### config.mk
export PLATFORM = sky130hd
export DESIGN_NAME = midi_message_parser_flat
export DESIGN_NICKNAME = d
export VERILOG_FILES = /design/src/rtl/midi_pkg.sv /design/src/rtl/midi_message_parser_if.sv /design/src/rtl/midi_message_parser.sv /design/src/flat_wrapper.sv
export SDC_FILE = /design/constraint.sdc
export NUM_CORES = 1
export LEC_CHECK = 0
export BUFFER_PORTS_ARGS = -buffer_cell sky130_fd_sc_hd__buf_2
export CAP_MARGIN = 20
export CORE_ASPECT_RATIO = 0.8
export CORE_MARGIN = 1
export CORE_UTILIZATION = 60
export DETAILED_ROUTE_END_ITERATION = 12
export GPL_TIMING_DRIVEN = 0
export HOLD_SLACK_MARGIN = 0.15
export PLACE_DENSITY = 0.82
export RECOVER_POWER = 100
export SLEW_MARGIN = 25
export SYNTH_ARGS = -nofsm -noshare
export SYNTH_HDL_FRONTEND = slang
export SYNTH_SLANG_ARGS = --single-unit
### constraint.sdc
create_clock -name iCLK -period 6.5 [get_ports iCLK]
set_input_delay 0.975 -clock iCLK [delete_from_list [all_inputs] [get_ports iCLK]]
set_output_delay 0.975 -clock iCLK [all_outputs]
set_load 0.01 [all_outputs]
### src/rtl/midi_pkg.sv
// MIDI 1.0 parser shared definitions: message encodings, status constants, helpers.
// Latency: n/a (types and pure functions only).
// Backpressure: n/a.
package midi_pkg;

    typedef enum logic [2:0] {
        MSG_NOTE_OFF = 3'd0,
        MSG_NOTE_ON  = 3'd1,
        MSG_POLY_AT  = 3'd2,
        MSG_CC       = 3'd3,
        MSG_PROG     = 3'd4,
        MSG_CH_AT    = 3'd5,
        MSG_PITCH    = 3'd6,
        MSG_REALTIME = 3'd7
    } msg_type_e;

    typedef enum logic [2:0] {
        S_IDLE    = 3'd0,
        S_WAIT_D1 = 3'd1,
        S_WAIT_D2 = 3'd2,
        S_SKIP    = 3'd3,
        S_SYSEX   = 3'd4
    } parse_state_e;

    localparam logic [3:0] ST_NOTE_ON  = 4'h9;
    localparam logic [7:0] SYSEX_START = 8'hF0;
    localparam logic [7:0] SYSEX_END   = 8'hF7;
    localparam logic [7:0] RT_BASE     = 8'hF8;

    // Program change (Cx) and channel pressure (Dx) carry one data byte, all others two.
    function automatic logic [1:0] data_count(input logic [3:0] status_hi);
        return (status_hi == 4'hC || status_hi == 4'hD) ? 2'd1 : 2'd2;
    endfunction

    // Channel status nibbles 8..E map onto message types 0..6.
    function automatic msg_type_e msg_type(input logic [3:0] status_hi);
        return msg_type_e'(status_hi[2:0]);
    endfunction

endpackage

### src/rtl/midi_message_parser_if.sv
// Byte-in / message-out bundle between UART receiver, parser and voice allocator.
// Latency: n/a (wiring only).
// Backpressure: none; bytes are strobes and messages are strobes, nothing stalls.
interface midi_message_parser_if;
    logic [7:0] iRd;
    logic       iVd;
    logic [2:0] oMsgType;
    logic [3:0] oMsgCh;
    logic [6:0] oMsgD1;
    logic [6:0] oMsgD2;
    logic       oMsgVd;
    logic [7:0] oErrCnt;
    logic       oBusy;

    // Upstream side: supplies bytes, observes decoded messages.
    modport master (
        output iRd, iVd,
        input  oMsgType, oMsgCh, oMsgD1, oMsgD2, oMsgVd, oErrCnt, oBusy
    );

    // Parser side.
    modport slave (
        input  iRd, iVd,
        output oMsgType, oMsgCh, oMsgD1, oMsgD2, oMsgVd, oErrCnt, oBusy
    );
endinterface

### src/rtl/midi_message_parser.sv
// MIDI 1.0 byte-stream decoder: channel voice messages with running status, real-time passthrough.
// Latency: message strobe 1 clock after the completing (or real-time) byte strobe.
// Backpressure: none; input bytes arrive at most every 2 clocks and are always accepted.
module midi_message_parser
    import midi_pkg::*;
#(
    parameter int pTimeoutCycles = 1000000,
    parameter int pTimeoutWidth  = 20,
    parameter int pVel0AsNoteOff = 1
) (
    input  logic                 iCLK,
    input  logic                 iRST,
    midi_message_parser_if.slave bus
);

    localparam bit                     TMO_EN   = (pTimeoutCycles != 0);
    localparam bit                     VEL0_OFF = (pVel0AsNoteOff != 0);
    localparam logic [pTimeoutWidth-1:0] TMO_LAST =
        pTimeoutWidth'((pTimeoutCycles > 0) ? pTimeoutCycles - 1 : 0);

    parse_state_e             state_q, state_d;
    logic                     rs_vld_q, rs_vld_d;
    logic [3:0]               rs_st_q, rs_st_d;
    logic [3:0]               rs_ch_q, rs_ch_d;
    logic [6:0]               d1_q, d1_d;
    logic [1:0]               skip_q, skip_d;
    logic [pTimeoutWidth-1:0] tmo_q, tmo_d;
    msg_type_e                msg_type_q, msg_type_d;
    logic [3:0]               msg_ch_q, msg_ch_d;
    logic [6:0]               msg_d1_q, msg_d1_d;
    logic [6:0]               msg_d2_q, msg_d2_d;
    logic                     msg_vld_q, msg_vld_d;
    logic [7:0]               err_q, err_d;

    logic       is_rt, is_status, is_data, counting;
    logic       emit;
    logic [6:0] emit_d1, emit_d2;
    logic [1:0] err_inc;
    logic [8:0] err_sum;

    assign is_rt     = bus.iVd && (bus.iRd >= RT_BASE);
    assign is_status = bus.iVd && bus.iRd[7] && (bus.iRd < RT_BASE);
    assign is_data   = bus.iVd && !bus.iRd[7];
    assign counting  = (state_q == S_WAIT_D1) || (state_q == S_WAIT_D2) || (state_q == S_SKIP);

    // Next-state: byte classification, running status, message assembly, timeout, error count.
    always_comb begin
        state_d    = state_q;
        rs_vld_d   = rs_vld_q;
        rs_st_d    = rs_st_q;
        rs_ch_d    = rs_ch_q;
        d1_d       = d1_q;
        skip_d     = skip_q;
        tmo_d      = tmo_q;
        msg_type_d = msg_type_q;
        msg_ch_d   = msg_ch_q;
        msg_d1_d   = msg_d1_q;
        msg_d2_d   = msg_d2_q;
        msg_vld_d  = 1'b0;
        err_inc    = 2'd0;
        emit       = 1'b0;
        emit_d1    = 7'd0;
        emit_d2    = 7'd0;
        err_sum    = 9'd0;

        if (is_rt) begin
            // Real-time bytes are transparent: only the output message changes.
            msg_vld_d  = 1'b1;
            msg_type_d = MSG_REALTIME;
            msg_ch_d   = bus.iRd[3:0];
            msg_d1_d   = 7'd0;
            msg_d2_d   = 7'd0;
        end else if (is_status) begin
            tmo_d   = '0;
            skip_d  = 2'd0;
            state_d = S_IDLE;
            // A status byte cutting into a partial message loses that message.
            if (state_q == S_WAIT_D1 || state_q == S_WAIT_D2) begin
                err_inc = err_inc + 2'd1;
            end
            if (bus.iRd < SYSEX_START) begin
                rs_vld_d = 1'b1;
                rs_st_d  = bus.iRd[7:4];
                rs_ch_d  = bus.iRd[3:0];
                state_d  = S_WAIT_D1;
            end else begin
                case (bus.iRd)
                    SYSEX_START: begin
                        rs_vld_d = 1'b0;
                        state_d  = S_SYSEX;
                    end
                    8'hF1, 8'hF3: begin
                        rs_vld_d = 1'b0;
                        skip_d   = 2'd1;
                        state_d  = S_SKIP;
                    end
                    8'hF2: begin
                        rs_vld_d = 1'b0;
                        skip_d   = 2'd2;
                        state_d  = S_SKIP;
                    end
                    SYSEX_END: begin
                        if (state_q != S_SYSEX) begin
                            err_inc = err_inc + 2'd1;
                        end
                    end
                    default: begin
                        rs_vld_d = 1'b0;
                    end
                endcase
            end
        end else if (is_data) begin
            tmo_d = '0;
            case (state_q)
                S_IDLE, S_WAIT_D1: begin
                    if (rs_vld_q) begin
                        if (data_count(rs_st_q) == 2'd1) begin
                            emit    = 1'b1;
                            emit_d1 = bus.iRd[6:0];
                            state_d = S_IDLE;
                        end else begin
                            d1_d    = bus.iRd[6:0];
                            state_d = S_WAIT_D2;
                        end
                    end else begin
                        err_inc = err_inc + 2'd1;
                    end
                end
                S_WAIT_D2: begin
                    emit    = 1'b1;
                    emit_d1 = d1_q;
                    emit_d2 = bus.iRd[6:0];
                    state_d = S_IDLE;
                end
                S_SKIP: begin
                    skip_d = skip_q - 2'd1;
                    if (skip_q == 2'd1) begin
                        state_d = S_IDLE;
                    end
                end
                default: begin
                end
            endcase
        end else if (TMO_EN && counting) begin
            // Abort a stalled partial message; running status survives.
            if (tmo_q == TMO_LAST) begin
                tmo_d   = '0;
                skip_d  = 2'd0;
                state_d = S_IDLE;
                err_inc = err_inc + 2'd1;
            end else begin
                tmo_d = tmo_q + pTimeoutWidth'(1);
            end
        end

        if (emit) begin
            msg_vld_d  = 1'b1;
            msg_ch_d   = rs_ch_q;
            msg_d1_d   = emit_d1;
            msg_d2_d   = emit_d2;
            msg_type_d = msg_type(rs_st_q);
            if (VEL0_OFF && rs_st_q == ST_NOTE_ON && emit_d2 == 7'd0) begin
                msg_type_d = MSG_NOTE_OFF;
            end
        end

        err_sum = {1'b0, err_q} + {7'd0, err_inc};
        err_d   = err_sum[8] ? 8'hFF : err_sum[7:0];
    end

    // State and output registers, cleared asynchronously.
    always_ff @(posedge iCLK or posedge iRST) begin
        if (iRST) begin
            state_q    <= S_IDLE;
            rs_vld_q   <= 1'b0;
            rs_st_q    <= 4'd0;
            rs_ch_q    <= 4'd0;
            d1_q       <= 7'd0;
            skip_q     <= 2'd0;
            tmo_q      <= '0;
            msg_type_q <= MSG_NOTE_OFF;
            msg_ch_q   <= 4'd0;
            msg_d1_q   <= 7'd0;
            msg_d2_q   <= 7'd0;
            msg_vld_q  <= 1'b0;
            err_q      <= 8'd0;
        end else begin
            state_q    <= state_d;
            rs_vld_q   <= rs_vld_d;
            rs_st_q    <= rs_st_d;
            rs_ch_q    <= rs_ch_d;
            d1_q       <= d1_d;
            skip_q     <= skip_d;
            tmo_q      <= tmo_d;
            msg_type_q <= msg_type_d;
            msg_ch_q   <= msg_ch_d;
            msg_d1_q   <= msg_d1_d;
            msg_d2_q   <= msg_d2_d;
            msg_vld_q  <= msg_vld_d;
            err_q      <= err_d;
        end
    end

    assign bus.oMsgType = msg_type_q;
    assign bus.oMsgCh   = msg_ch_q;
    assign bus.oMsgD1   = msg_d1_q;
    assign bus.oMsgD2   = msg_d2_q;
    assign bus.oMsgVd   = msg_vld_q;
    assign bus.oErrCnt  = err_q;
    assign bus.oBusy    = (state_q != S_IDLE);

endmodule

### src/flat_wrapper.sv
// flat-port wrapper written by rule: the top's interface ports become plain ports
module midi_message_parser_flat import midi_pkg::*;
#(
    parameter int pTimeoutCycles = 1000000,
    parameter int pTimeoutWidth  = 20,
    parameter int pVel0AsNoteOff = 1
)
  (iCLK, iRST, bus_iRd, bus_iVd, bus_oMsgType, bus_oMsgCh, bus_oMsgD1, bus_oMsgD2, bus_oMsgVd, bus_oErrCnt, bus_oBusy);
  midi_message_parser_if bus_i ();
  input  logic iCLK;
  input  logic iRST;
  input wire logic [$bits(bus_i.iRd)-1:0] bus_iRd;
  input wire logic [$bits(bus_i.iVd)-1:0] bus_iVd;
  output wire logic [$bits(bus_i.oMsgType)-1:0] bus_oMsgType;
  output wire logic [$bits(bus_i.oMsgCh)-1:0] bus_oMsgCh;
  output wire logic [$bits(bus_i.oMsgD1)-1:0] bus_oMsgD1;
  output wire logic [$bits(bus_i.oMsgD2)-1:0] bus_oMsgD2;
  output wire logic [$bits(bus_i.oMsgVd)-1:0] bus_oMsgVd;
  output wire logic [$bits(bus_i.oErrCnt)-1:0] bus_oErrCnt;
  output wire logic [$bits(bus_i.oBusy)-1:0] bus_oBusy;
  assign bus_i.iRd = bus_iRd;
  assign bus_i.iVd = bus_iVd;
  assign bus_oMsgType = bus_i.oMsgType;
  assign bus_oMsgCh = bus_i.oMsgCh;
  assign bus_oMsgD1 = bus_i.oMsgD1;
  assign bus_oMsgD2 = bus_i.oMsgD2;
  assign bus_oMsgVd = bus_i.oMsgVd;
  assign bus_oErrCnt = bus_i.oErrCnt;
  assign bus_oBusy = bus_i.oBusy;
  midi_message_parser #(.pTimeoutCycles(pTimeoutCycles), .pTimeoutWidth(pTimeoutWidth), .pVel0AsNoteOff(pVel0AsNoteOff)) u_core (.iCLK(iCLK), .iRST(iRST), .bus(bus_i));
endmodule
==> After elaboration in Yosys (flattened, before gate mapping) <==
Cells that the tools add are included.
{ "word_totals": {"ff_bits": 71, "latchBits": 0, "ram_bits": 0, "mem_bits_ro": 0, "input_bits": 11, "output_inout_bits": 31, "elab_cells": 131, "memories": 0} }
{ "classes": {"add_sub_neg": 4, "mul": 0, "n_div": 0, "magnitude_cmp": 3, "eq_ne": 20, "n_shift": 0, "mux": 64, "bitwise": 3, "reduce_logical": 24} }
{ "op_table": {"columns": ["operator", "n"], "rows": [
  ["$mux 7", 12],
  ["$mux 20", 4],
  ["$eq 8x8->1 const B", 5],
  ["$mux 2", 18],
  ["$mux 3", 10],
  ["$add 20x1->20 const B", 1],
  ["$eq 20x20->1 const B", 1],
  ["$lt 8x8->1 const B", 2],
  ["$pmux 7 s2", 1],
  ["$eq 4x4->1 const B", 3],
  ["$mux 1", 12],
  ["$reduce_and 6->1", 2],
  ["$add 8x2->9", 1],
  ["$pmux 3 s3", 1],
  ["$reduce_bool 3->1", 3],
  ["$ge 8x8->1 const B", 1],
  ["$mux 4", 2],
  ["$mux 8", 1],
  ["$logic_not 7->1", 1],
  ["$eq 3x2->1 const B", 2],
  ["$pmux 3 s2", 1],
  ["$reduce_and 3->1", 2],
  ["$logic_and 1x1->1", 5],
  ["$ne 5x4->1 const B", 1],
  ["other kinds (20)", 26]
]} }

==> Longest topological paths before layout <==
Gate-level depths: netlist (run 1).
{ "depth": {"ltp_word": 13, "mapped_depth": 13, "mapped_depth_nobuf": 12} }

==> Worst setup path before layout (run 1) <==
OpenSTA, ideal clock, no wires.
{ "synth_path": {"path_kind": "input port to flip-flop", "from": "input bus_iVd", "to": "register u_core.err_q[6], in the netlist u_core.bus.oErrCnt[6]", "arrival_ps": 3167, "path_slack_ps": 3251, "path_stages": 12, "path_buffers": 2, "cell_sequence": "clkbuf_1 > o21a_2 > a21oi_1 > buf_2 > a2111oi_0 > ha_1 > inv_1 > fa_1 > nor2_1 > and2_1 > a21oi_1 > a31oi_1"} }
{ "synth_via": {"elab_chain_len": 6, "elab_cells_between_ends": 9, "cone_classes": "add/sub (1); mux (4); reduce/logical (4)"} }
{ "synth_lines": {"columns": ["item", "line_no", "text"], "rows": [
  ["from (decl)", "flat_wrapper.sv:13", "input wire logic [$bits(bus_i.iVd)-1:0] bus_iVd;"],
  ["$logic_and 1x1->1 (on tied branches)", "midi_message_parser.sv:43, midi_message_parser.sv:42", null],
  ["$mux 2 / $logic_and 1x1->1 (equally long branches)", "midi_message_parser.sv:112, midi_message_parser.sv:42", null],
  ["$mux 2", "midi_message_parser.sv:73", "end else if (is_status) begin"],
  ["$mux 2 (*)", "midi_message_parser.sv:66", "if (is_rt) begin"],
  ["$add 8x2->9 (*)", "midi_message_parser.sv:167", "err_sum = {1'b0, err_q} + {7'd0, err_inc};"],
  ["$mux 8 (*)", "midi_message_parser.sv:168", "err_d = err_sum[8] ? 8'hFF : err_sum[7:0];"],
  ["named net u_core.err_d[6]", "midi_message_parser.sv:33", "logic [7:0] err_q, err_d;"],
  ["to (signal assigned)", "midi_message_parser.sv:200", "err_q <= err_d;"],
  ["to (decl)", "midi_message_parser.sv:33", null]
]} }
Mark *: on every way through the listed nets, which the timed path passes. The rest lies on a longest branch.
A chain may end at the register's enable or synchronous reset.

==> Final worst setup path (run 1) <==
{ "layout_path": {"from": "input bus_iRd[6]", "to": "register u_core.err_q[0], in the netlist u_core.bus.oErrCnt[0]"} }
{ "layout_via": {"elab_chain_len": 7, "elab_cells_between_ends": 12, "cone_classes": "add/sub (1); order compare (3); eq/ne (1); mux (5); reduce/logical (2)"} }
{ "layout_lines": {"columns": ["item", "line_no", "text"], "rows": [
  ["from (decl)", "flat_wrapper.sv:12", "input wire logic [$bits(bus_i.iRd)-1:0] bus_iRd;"],
  ["branches (longest 4 deep; another with $lt 8x8->1)", null, null],
  ["$mux 2 (*)", "midi_message_parser.sv:66", null],
  ["$add 8x2->9 (*)", "midi_message_parser.sv:167", null],
  ["$mux 8 (*)", "midi_message_parser.sv:168", null],
  ["named net u_core.err_d[0]", "midi_message_parser.sv:33", null]
]} }
Mark *: on every way through the listed nets, which the timed path passes.

==> impl_metrics.toml, run 1 <==
[sta]
slew_violations = 45
finalCriticalPeriod_ns = 3.56
skew_ns = 0.00867
slew_headroom = -0.533
setup_violations = 0
hold_viol_final = 0
setup_tns_ns = 0
grt_setup_unrepaired = "false"
max_freq_mhz = 281
fin_crit_sh = 0.548
worst_slew_pin_slew_ns = 2.30

[detailed_routing]
drc = 0
vias = 3058
wirelength_um = 7820
drtPass1Iterations = 5
drtAntennaViolNets = 0
drt_iter0_markers = 216
detail_route.wl_per_cell_um = 15.6
via_per_inst = 6.10

[layout]
layout-area-overhead-vs-synth_pct = 11.7
n_fill_cell = 458
drive_gt1_frac = 0.117
stdcell_count = 501
fin_nets = 432
final_cell_area_um2 = 4090
antennaDiodeCount = 0

[yosys]
yosysTopAreaCell = "dfrtp_1"
synth_common_cells = "dfrtp_1, nand2_1, nor2_1, nand3_1"
yosysMostFrequentCell = "dfrtp_1"
synth_top_area_frac = 0.485
ys_top_cells_by_area = "dfrtp_1, nand2_1, mux2_2"
yosys_register_bits = 71
synth_edf_count = 0
ys_types = 63
ys.flop_type = "dfrtp_1"
synth.net_count = 385
syn_area_per_cell_um2 = 9.95
yosysWarningCount = 0
synth_cells = 368
ys_seq_area_frac = 0.485
syn_area_um2 = 3660
async_flop_share = 1.00

[floorplan]
dieArea_um2 = 6420
start_util = 0.619
ios = 42
rows = 25
coreArea_um2 = 5910
die_h_um = 71.9
die_w_um = 89.4

[global_routing]
gr-usage-all-layers = 0.266
grt_pass1_wl_um = 13000
grt_pass1_vias = 2729
grt_max_degree = 45
antenna_found_initial = 0
grt_overflow_total = 0

[clock_network]
insertion_delay_ns = 0.35
cts_tree = "done"
postCtsHoldBufs = 0
clock_sinks = 71
cts-root-buf = "clkbuf_8"
cts_setup_buffers = 0
clkTransAtPathRegs_ns = 0.07
ctsHtreeMaxLevel = 3
cts-resized-gates = 0
cts_buffer_depth = 2
cts_buffers = 9

[hold_path]
hold_path_class = "reg -> reg"
worstHoldPathCells = 1

[status]
run_status = "finished, violations left"
violations = "max-capacitance violations, max-slew violations"

[placed_design]
gp_congestion = 0.838
placed_area_um2 = 3970
portBuffers = 35
place.detailed.hpwl_um = 5450
dp_cells = 485

[pwr]
switchingPower_w = 0.000459
swShare = 0.336
combPwrFrac = 0.282
p_clk_frac = 0.248
vdd.ir_drop.worst_uv = 243
p_seq_frac = 0.470
total_power_w = 0.00136
internal_power_w = 0.000906
power_leakage_nw = 1.71
powerDensity_nw_per_um2 = 334

[worst_setup_path]
worstSetupPathDepth = 12
cp_max_fo = 9
critPathMaxStageDelay_ns = 0.46
cp_cell_sequence = "clkbuf_1 -> nand4_1 -> nor2_1 -> mux2i_1 -> a2111oi_0 -> ha_1 -> inv_1 -> fa_1 -> nor2_1 -> and2_0 -> nand2_1 -> nand2b_1"
criticalPathCategory = "in -> reg"
arrival_ns = 3.84
critical-path-top-cell-by-count = "nor2_1"
crit_slowest_cell = "a2111oi_0"
worstSetupStartpointType = "input pin"
worstRegToRegCells = 13
end_kind = "flip-flop"
crit_family = "simple AND/OR/NAND/NOR gates"
required_ns = 6.78
path_buf_inv = 2

[job]
maxCapViolCount = 1
## power groups by stage
| stage | sequential [W] | combinational (W) | clock (W) |
|---|---|---|---|
| 2_1_floorplan | 0.000669 | 0.000242 | 0 |
| 3_3_place_gp | 0.000639 | 0.000399 | 0 |
| 3_5_place_dp | 0.000645 | 0.000409 | 0 |
| 4_1_cts | 0.000638 | 0.000411 | 0.000343 |
| 5_1_grt | 0.000655 | 0.000434 | 0.000358 |
| 6_report | 0.000641 | 0.000385 | 0.000338 |
## placed cells by master (no fill, tap or decap), types with 3 or more instances in the layout
master     count
o21ai_0       15
o311ai_0       4
a22o_1         4
o22a_1         3
buf_2          9
nand2_1       33
and3_1         3
or4_1          4
nor3_1         9
ha_1           5
nand2b_1       4
inv_1         13
o2bb2ai_1      7
mux2_2        11
dfrtp_1       71
or3_1          5
a22oi_1       13
o31ai_1        3
a2bb2oi_1      3
clkbuf_1      49
nand4_1        5
nand3_1       23
nor2b_1        4
o211ai_1       5
a21oi_1       11
a21o_1         6
nor3b_1        3
clkbuf_8      13
nor2_1        29
a31oi_1        3
## metrics by stage
| step | utilization | hold WS (ns) | setup slack [ns] |
|---|---|---|---|
| after floorplan | - | 0.435 | 3.25 |
| after global placement | 0.666 | 0.454 | 2.87 |
| after detailed placement | 0.671 | 0.463 | 2.85 |
| after CTS | 0.704 | 0.478 | 3.20 |
| after global routing | 0.692 | 0.489 | 2.30 |
| final | 0.692 | 0.477 | 2.94 |
## registers in the layout (all words and copies together) (netlist names)
register	flops
u_core.bus.oMsgD1	7
u_core.bus.oMsgType	3
u_core.tmo_q	20
u_core.rs_st_q	4
u_core.skip_q	2
u_core.bus.oMsgVd	1
u_core.d1_q	7
u_core.state_q	3
u_core.rs_vld_q	1
u_core.rs_ch_q	4
u_core.bus.oMsgD2	7
u_core.bus.oMsgCh	4
u_core.bus.oErrCnt	8
## kinds of logic after synthesis
kind of cell,Yosys count,synth area share
AO/OA/AOI/OAI,95,0.191
XOR/XNOR,4,0.00957
adder cells (fa/ha/maj),6,0.0225
multiplexers,12,0.0366
buffers and inverters,37,0.0437
flip-flops,71,0.485
AND/OR/NAND/NOR,143,0.211
## metal layers
layer | global-route usage | part of all wire | up-vias
met5 | 0 | 0 | -
met4 | 0.0811 | 0.013 | 0
met3 | 0.0691 | 0.075 | 10
met2 | 0.379 | 0.44 | 137
met1 | 0.402 | 0.47 | 1457
li1 | - | - | 1454
## area by class of cell
type / count / area, um^2 / area share
clock inverters: 2 / 12.5 / 0.00306
plain buffers: 23 / 98.8 / 0.0242
clock buffers: 14 / 183 / 0.0447
well taps: 81 / 101 / 0.0248
repair buffers: 36 / 141 / 0.0346
multi-input cells: 260 / 1720 / 0.421
flip-flops and latches: 71 / 1780 / 0.434
inverters: 14 / 53.8 / 0.0132
## final timing paths
check,start,endpoint,slack [ns]
min,u_core.bus.oMsgCh[0]$_DFFE_PP0P_,u_core.bus.oMsgCh[0]$_DFFE_PP0P_,0.48
max reg2reg,u_core.tmo_q[0]$_DFFE_PP0P_,u_core.bus.oErrCnt[0]$_DFF_PP0_,3.03
max in group asynchronous,iRST,u_core.state_q[2]$_DFFE_PP0P_,2.99
min in group asynchronous,iRST,u_core.bus.oMsgD2[4]$_DFFE_PP0P_,0.85
min reg2reg,u_core.bus.oMsgCh[0]$_DFFE_PP0P_,u_core.bus.oMsgCh[0]$_DFFE_PP0P_,0.48
max,bus_iRd[6],u_core.bus.oErrCnt[0]$_DFF_PP0_,2.94
No activity file was read; power rests on OpenSTA's default activity.
==> run 2, diff against run 1 <==
--- a/config.mk
+++ b/config.mk
@@ -9,11 +9,11 @@
 export CAP_MARGIN = 20
 export CORE_ASPECT_RATIO = 0.8
 export CORE_MARGIN = 1
-export CORE_UTILIZATION = 60
+export CORE_UTILIZATION = 58
 export DETAILED_ROUTE_END_ITERATION = 12
 export GPL_TIMING_DRIVEN = 0
 export HOLD_SLACK_MARGIN = 0.15
-export PLACE_DENSITY = 0.82
+export PLACE_DENSITY = 0.79
 export RECOVER_POWER = 100
 export SLEW_MARGIN = 25
 export SYNTH_ARGS = -nofsm -noshare
==> constraint.sdc (replaced) <==
create_clock -name iCLK -period 3.4 [get_ports iCLK]
set_input_delay 0.51 -clock iCLK [delete_from_list [all_inputs] [get_ports iCLK]]
set_output_delay 0.51 -clock iCLK [all_outputs]
set_load 0.01 [all_outputs]
==> run 2 against run 1 <==
  * The run now ends clean
  * Core utilization fell by 0.66 points
  * Combinational power is 96% higher
  * Routed wire length up 8.6%
  * Clock-buffer cell count shrank 4
  * Setup slack worse by 2.7 ns
  * Clock power is 120% higher
  * Register-to-register slack worse by 2.8 ns
  * Sequential share of layout area fell by 0.26 points
  * Largest cell class unchanged
==> impl_metrics.toml, run 2 (synthesis results as in run 1) <==
[status]
run_status = "completed"

[worst_setup_path]
end_kind = "flip-flop"
cp_max_fo = 10
worstSetupStartpointType = "flip-flop"
arrival_ns = 3.43
criticalPathCategory = "reg -> reg"
required_ns = 3.69
r2r-end = "u_core.bus.oErrCnt[1]$_DFF_PP0_"
r2r_slack_ns = 0.26
r2r_start = "u_core.state_q[1]$_DFFE_PP0P_"
worstRegToRegCells = 13

[pwr]
powerDensity_nw_per_um2 = 658
swShare = 0.335
internal_power_w = 0.00180
combPwrFrac = 0.279
p_seq_frac = 0.452
total_power_w = 0.00271
vdd.ir_drop.worst_uv = 439
power_leakage_nw = 1.71
p_clk_frac = 0.269
switchingPower_w = 0.000907

[clock_network]
cts_setup_buffers = 0
cts-root-buf = "clkbuf_8"
cts_tree = "done"
insertion_delay_ns = 0.36
ctsHtreeMaxLevel = 3
cts_buffers = 9
clock_sinks = 71
cts_buffer_depth = 2
clkTransAtPathRegs_ns = 0.07

[sta]
finalCriticalPeriod_ns = 3.14
skew_ns = 0.00811
finalWorstSetupSlack_ns = 0.258
setup_violations = 0
hold_ws_ns = 0.473
max_freq_mhz = 318
grt_setup_unrepaired = "false"
setup_tns_ns = 0
slew_headroom = 0.0292
worst_slew_pin_slew_ns = 1.44
hold_viol_final = 0
fin_crit_sh = 0.924
slew_violations = 0

[detailed_routing]
detail_route.wl_per_cell_um = 16.9
via_per_inst = 6.24
drtPass1Iterations = 5
drtAntennaViolNets = 0
wirelength_um = 8490
drt_iter0_markers = 348
drc = 0
vias = 3127

[floorplan]
dieArea_um2 = 6640
ios = 42
rows = 25
start_util = 0.610
die_w_um = 90.8
die_h_um = 73.1
coreArea_um2 = 6010

[global_routing]
grt_overflow_total = 0
antenna_found_initial = 0
grt_max_degree = 43
gr-usage-all-layers = 0.275
grt_pass1_vias = 2870
grt_pass1_wl_um = 14000

[placed_design]
portBuffers = 35
pre_cts_slack_ns = 0.0105
place.detailed.hpwl_um = 5950
gp_congestion = 0.907

[hold_path]
hold_path_class = "in -> reg"
min_to = "u_core.rs_st_q[1]$_DFFE_PP0P_"
min-delay-start = "bus_iRd[5]"
worstHoldPathCells = 2

[layout]
layout-area-overhead-vs-synth_pct = 12.4
antennaDiodeCount = 0
final_cell_mix = "dfrtp_1, clkbuf_1, nand2_1, nor2_1, nand3_1"
fin_nets = 432
drive_gt1_frac = 0.129
regMostFlops = "u_core.tmo_q"
post-route-util = 0.685
largest_reg_flops = 20
final_common_cell = "dfrtp_1"

[job]
maxCapViolCount = 0
[run 2: critical path, stage by stage, from the launching register on]
cell       delay, ns
dfrtp_1         0.33
clkbuf_1        0.36
xnor2_1         0.17
nor2_1          0.08
ha_1            0.31
mux2i_1         0.08
a2111oi_2       0.39
ha_1            0.23
inv_1           0.05
fa_1            0.43
nor2_1          0.16
and2_1          0.21
nand2_1         0.16
nand2_1         0.11
[run 2: metrics by stage]
stage,instances,instance area [um^2]
after global placement,484,3940
final,501,4120
after CTS,501,4180
after floorplan,368,3660
after global routing,501,4120
after detailed placement,485,3960
[run 2: per-layer routing]
layer	wire length, um	vias to the layer above	GRT usage
met5	0	-	0
met4	116	0	0.108
met3	678	14	0.0615
met2	3810	143	0.417
met1	3890	1514	0.389
li1	-	1456	-
[run 2: power by group through the flow]
stage	clock, W	combinational [W]	sequential (W)
global placement	0	0.000766	0.00122
CTS	0.000742	0.000806	0.00122
detailed placement	0	0.000799	0.00123
finish	0.000727	0.000755	0.00122
floorplan	0	0.000462	0.00128
global route	0.000769	0.000839	0.00125
[run 2: worst max path at each step]
stage | start | end | slack, ns | cells past startpoint
global route | u_core.tmo_q[10]$_DFFE_PP0P_ | u_core.bus.oErrCnt[1]$_DFF_PP0_ | 0.01 | 12
CTS | u_core.tmo_q[0]$_DFFE_PP0P_ | u_core.bus.oErrCnt[1]$_DFF_PP0_ | 0.10 | 12
finish | u_core.state_q[1]$_DFFE_PP0P_ | u_core.bus.oErrCnt[1]$_DFF_PP0_ | 0.26 | 13
detailed placement | u_core.tmo_q[0]$_DFFE_PP0P_ | u_core.bus.oErrCnt[1]$_DFF_PP0_ | 0.01 | 13
global placement | u_core.tmo_q[0]$_DFFE_PP0P_ | u_core.bus.oErrCnt[0]$_DFF_PP0_ | 0.11 | 13
floorplan | u_core.tmo_q[0]$_DFFE_PP0P_ | u_core.bus.oErrCnt[6]$_DFF_PP0_ | 0.50 | 13
[run 2: cell type report]
| cell class | count | area (um^2) |
|---|---|---|
| plain buffers | 22 | 93.8 |
| clock buffers | 10 | 128 |
| clock inverters | 6 | 85.1 |
| fillers | 503 | 1890 |
| inverters | 14 | 53.8 |
| multi-input cells | 260 | 1720 |
| flip-flops and latches | 71 | 1780 |
| well taps | 81 | 101 |
| repair buffers | 37 | 153 |
[run 2: repair_timing]
item	in CTS	in global routing
cloned	0	0
endpoints found under the hold margin	4	0
hold buffers	1	0
setup endpoints to repair	5	7
resized for setup	0	4
